**config.mk**
```make
export PLATFORM = sky130hd
export DESIGN_NAME = arduino_loader
export DESIGN_NICKNAME = d
export VERILOG_FILES = /design/src/rtl/loader_pkg.sv /design/src/rtl/sync_bit.sv /design/src/rtl/arduino_loader.sv
export SDC_FILE = /design/constraint.sdc
export NUM_CORES = 1
export LEC_CHECK = 0
export BUFFER_PORTS_ARGS = -buffer_cell sky130_fd_sc_hd__clkbuf_2
export CAP_MARGIN = 20
export CORE_AREA = 10 10 87 89
export CTS_CLUSTER_DIAMETER = 80
export DETAILED_ROUTE_END_ITERATION = 6
export DIE_AREA = 0 0 97 99
export PLACE_DENSITY = 0.76
export SYNTH_ARGS = -nofsm -noshare
export SYNTH_HDL_FRONTEND = slang
export SYNTH_SLANG_ARGS = --single-unit
```
**constraint.sdc**
```tcl
create_clock -name clk -period 2.5 [get_ports clk]
set_input_delay 0.25 -clock clk [delete_from_list [all_inputs] [get_ports clk]]
set_output_delay 0.25 -clock clk [all_outputs]
set_load 0.02 [all_outputs]
```
**src/rtl/loader_pkg.sv**
```systemverilog
// Shared types for the Arduino nibble-bus loader.
package loader_pkg;

    typedef enum logic [1:0] {
        IDLE,
        CAPTURE,
        ACK_WAIT,
        WRITE
    } state_t;

    localparam int NIBBLES_PER_WORD = 4;

endpackage

```
**src/rtl/sync_bit.sv**
```systemverilog
// Multi-flop synchronizer for one asynchronous control bit.
module sync_bit #(
    parameter int STAGES = 2
) (
    input  logic clk,
    input  logic reset,
    input  logic i_d,
    output logic o_q
);

    logic [STAGES-1:0] r_chain;

    always_ff @(posedge clk) begin
        if (reset) r_chain <= '0;
        else       r_chain <= {r_chain[STAGES-2:0], i_d};
    end

    assign o_q = r_chain[STAGES-1];

endmodule

```
**src/rtl/arduino_loader.sv**
```systemverilog
// Assembles 16-bit words from a strobe/ack nibble bus and writes them
// to BRAM port b at an auto-incrementing address.
module arduino_loader
    import loader_pkg::*;
#(
    parameter logic [15:0] ADDR_BASE   = 16'h0000,
    parameter logic [15:0] ADDR_LIMIT  = 16'h00FF,
    parameter int          SYNC_STAGES = 2
) (
    input  logic        clk,
    input  logic        reset,
    input  logic        ard_strobe,
    input  logic        ard_clear,
    input  logic [3:0]  ard_nibble,
    output logic        ard_ack,
    output logic        we_b,
    output logic [15:0] addr_b,
    output logic [15:0] data_b,
    output logic        full,
    output logic [15:0] words_loaded
);

    state_t      r_state;
    state_t      w_next;
    logic [15:0] r_shreg;
    logic [2:0]  r_nib_cnt;
    logic        w_strobe;
    logic        w_clr;
    logic        w_last;

    sync_bit #(.STAGES(SYNC_STAGES)) u_sync_strobe (
        .clk   (clk),
        .reset (reset),
        .i_d   (ard_strobe),
        .o_q   (w_strobe)
    );

    sync_bit #(.STAGES(SYNC_STAGES)) u_sync_clear (
        .clk   (clk),
        .reset (reset),
        .i_d   (ard_clear),
        .o_q   (w_clr)
    );

    assign w_last = (r_nib_cnt == 3'(NIBBLES_PER_WORD));

    // A clear seen during WRITE must suppress the pulse in that same cycle.
    assign we_b = (r_state == WRITE) && !full && !w_clr;

    always_ff @(posedge clk) begin
        if (reset || w_clr) r_state <= IDLE;
        else                r_state <= w_next;
    end

    always_comb begin
        w_next = r_state;
        unique case (r_state)
            IDLE:     if (w_strobe) w_next = CAPTURE;
            CAPTURE:  w_next = ACK_WAIT;
            ACK_WAIT: if (!w_strobe) w_next = w_last ? WRITE : IDLE;
            WRITE:    w_next = IDLE;
            default:  w_next = IDLE;
        endcase
    end

    always_ff @(posedge clk) begin
        if (reset) begin
            ard_ack      <= 1'b0;
            r_nib_cnt    <= '0;
            r_shreg      <= '0;
            addr_b       <= ADDR_BASE;
            data_b       <= '0;
            full         <= 1'b0;
            words_loaded <= '0;
        end else if (w_clr) begin
            ard_ack      <= 1'b0;
            r_nib_cnt    <= '0;
            r_shreg      <= '0;
            addr_b       <= ADDR_BASE;
            full         <= 1'b0;
            words_loaded <= '0;
        end else begin
            unique case (r_state)
                CAPTURE: begin
                    r_shreg   <= {r_shreg[11:0], ard_nibble};
                    r_nib_cnt <= r_nib_cnt + 3'd1;
                    ard_ack   <= 1'b1;
                end
                ACK_WAIT: begin
                    if (!w_strobe) begin
                        ard_ack <= 1'b0;
                        // Register the word so it is stable across the pulse.
                        if (w_last && !full) data_b <= r_shreg;
                    end
                end
                WRITE: begin
                    r_nib_cnt <= '0;
                    if (!full) begin
                        words_loaded <= words_loaded + 16'd1;
                        if (addr_b == ADDR_LIMIT) full <= 1'b1;
                        else                      addr_b <= addr_b + 16'd1;
                    end
                end
                default: ;
            endcase
        end
    end

endmodule
```
==> results.md <==
- Drt pass-1 iters: 4
- Rel. slew slack: 0.522
- Post-synth top area share: 0.488
- Status: finished clean
- Leading cell type in the layout, fill and taps excluded: nand2_1
- DRC errors left: 0
- Max-cap viol count: 0
- Vias per cell: 5.55
- Area Overhead vs Synth: 17.7%
- Avg Cell Area, Syn: 8.28 um^2
- Tot GR Track Use: 0.143
- Placer's final routability congestion estimate: 0.839
- Register bit total from synthesis: 75
- Worst-path maximum fanout: 22
- DP Wirelength: 4.95 mm
- Final nets: 436
- Placement Rows: 28
- Io pins: 59
- Overflow left after global routing: 0
- Drt first-iter violations: 159
- Mapped Nets: 384
- Final ANT Viol Nets: 0
- Vert. Die Dim: 99 um
- Root buffer cell: clkbuf_8
- Share of layout cells above drive strength 1: 0.189
- Netlist cell types: 38
- Syn Inst Count: 372
- First-pass GRT wire length: 11.7 mm
- Synth warn: 0
- Post-CTS Setup Bufs: 0
- CTS tree: built
- Final wirelength: 7.08 mm
- Critical Path Source: addr_b[0]
- Worst Skew: 7.48 ps
- Min-delay src: ard_clear
- Post-synthesis mux area share: 0.00650
- Die width: 97 um
- Worst reg-to-reg setup slack: 380 ps
- Placed Area: 3420 um^2
- Synth Cell Area: 3080 um^2
- Final worst path period share: 0.847
- Final max-slew violation count: 0
- Synth Area in Simple Gates: 0.278
- Peak Freq: 472 MHz
- Finished Cell Area: 3620 um^2
- Setup_tns: 0 ps
- Initial antenna violation count: 0
- RR Endpoint: addr_b[9]
- Global route hottest layer: met2
- Port bufs: 58
- Worst setup SP type: flip-flop
- WHS Endpoint: u_sync_clear.r_chain[0]
- Resized Gates After CTS: 0
- Cts hold-fix bufs: 0
- Hold depth: 2
- Min cycle time layout: 2120 ps
- Via Count: 2797
- Met3 Use GR: 0.0349
- Top cell type by total area after synthesis: dfxtp_1
- Vias in the first global route: 2503
- Arrival @ worst endpoint: 2380 ps
- Post-layout worst setup margin: 384 ps
- Setup CP Type: flip-flop to flip-flop
- Drt wl/cell: 14.1 um
- Critical Path Sink Type: flip-flop
- Final setup fails: 0
- Num CTS Buffers: 9
- Post-synthesis compound-gate area fraction: 0.154
- Final Hold Vio Count: 0
- Cell leakage power: 1.31 nW
- Pre-CTS setup slack: 411 ps
- Largest family of logic cells by synthesized area: simple AND/OR/NAND/NOR gates
- Largest net degree at the start of global routing: 32
- Largest cells by area after synthesis: dfxtp_1 (49%), nand2_1 (9.8%), a21oi_1 (8.9%)
- Clock sink count: 75
- Initial Utilization: 0.526
- R2R Path Start: addr_b[0]
- Min-Delay Path Class: input port to flip-flop
- Core area: 5850 um^2
- H-tree levels: 3
- Most frequent cells in the layout: nand2_1 (80), dfxtp_1 (75), clkbuf_2 (58), a21oi_1 (55), nor2_1 (18)
- Die area: 9600 um^2
- Synth Area in XOR/XNOR: 0.0228
- Clock Tree Buf Depth: 2
- Unrepaired setup endpoints after global routing: no
- Register area share after synthesis: 0.488
- Worst-path clk slew: 80 ps
- Maximum vdd drop: 0.374 mV
- Adder-cell share of the synthesized area: 0.0163
- Slew @ Worst Pin: 717 ps
- Met2 usage: 0.225
- Worst skew pair latency: 340 ps
- Worst-case reg-to-reg path depth: 5
- GR Util met1: 0.178
- WP data required: 2770 ps
- Pwr Density: 604 nW/um^2
- Ant. Diodes: 0
==> metrics by stage <==
stage / std cells / utilization / total power [W] / hold WS, ps
finish: 504 / 0.619 / 0.00219 / 112
global route: 504 / 0.619 / 0.00227 / 115
CTS: 504 / 0.619 / 0.00221 / 104
detailed placement: 488 / 0.585 / 0.00129 / 424
global placement: 488 / 0.585 / 0.00128 / 418
floorplan: 372 / - / 0.00127 / 378
==> critical path, stage by stage, from the launching register on <==
cell and delay, ps:
dfxtp_1 360, ha_1 270, and4_1 260, and4_1 420, or4_1 570, a21oi_1 160
==> kinds of logic (layout without fill, tap and decap cells) <==
kind of cell	Yosys count	count (layout)
buffers and inverters	27	84
and+or+nand+nor	172	172
xor gates and xnor gates	8	8
muxes	2	2
AOI/OAI and AO/OA	84	84
adders and majority gates	4	4
DFF	75	75
==> per-layer routing <==
metal	up-vias	share of wire	wire, um
met3	9	0.050	354
li1	1425	-	-
met4	0	0.016	114
met1	1305	0.47	3340
met2	58	0.46	3270
met5	-	0	0
==> registers in the layout (all words and copies together) (netlist names) <==
| register | flops |
|---|---|
| full | 1 |
| r_shreg | 16 |
| data_b | 16 |
| u_sync_clear.r_chain | 2 |
| r_state | 2 |
| ard_ack | 1 |
| r_nib_cnt | 3 |
| words_loaded | 16 |
| addr_b | 16 |
| u_sync_strobe.r_chain | 2 |
==> how the worst max path moves through the flow <==
stage / to / slack (ps) / cells after the start
6_report: addr_b[9] / 380 / 5
5_1_grt: words_loaded[12] / 270 / 4
4_1_cts: addr_b[9] / 400 / 5
3_5_place_dp: addr_b[9] / 410 / 5
3_3_place_gp: addr_b[9] / 490 / 5
2_1_floorplan: addr_b[9] / 560 / 7
==> cell usage after synthesis, drive strengths merged <==
cell    count
o21ai       9
a2111o      1
o21a        3
mux2i       2
or4        15
buf         5
nor3        2
a22oi       1
nand4      10
dfxtp      75
nand3      12
or2         2
inv         5
nand3b      1
and3b       1
nand2      80
nand2b      2
xnor2       2
nor2       18
clkbuf     17
a41o        1
a31oi       3
nor4        6
or3         8
nor2b       5
a21oi      55
xor2        6
nor3b       2
o31ai      11
and3        5
nand4b      1
and4        2
ha          4
==> where the power goes <==
part | leakage [nW] | switching, W | internal [W] | total (W)
combinational | 0.613 | 0.0000354 | 0.0000172 | 0.0000526
clock | 0.0962 | 0.000462 | 0.000467 | 0.000929
sequential | 0.605 | 0.00000583 | 0.00120 | 0.00120
==> layout make-up <==
class                   instances  area, um^2
flip-flops and latches         75        1500
clock buffers                   9         124
fillers                       512        2230
well taps                      75        93.8
clock inverters                 7        76.3
multi-input cells             270        1470
inverters                       5        18.8
repair buffers                 63         340
No activity file was read; power rests on OpenSTA's default activity.
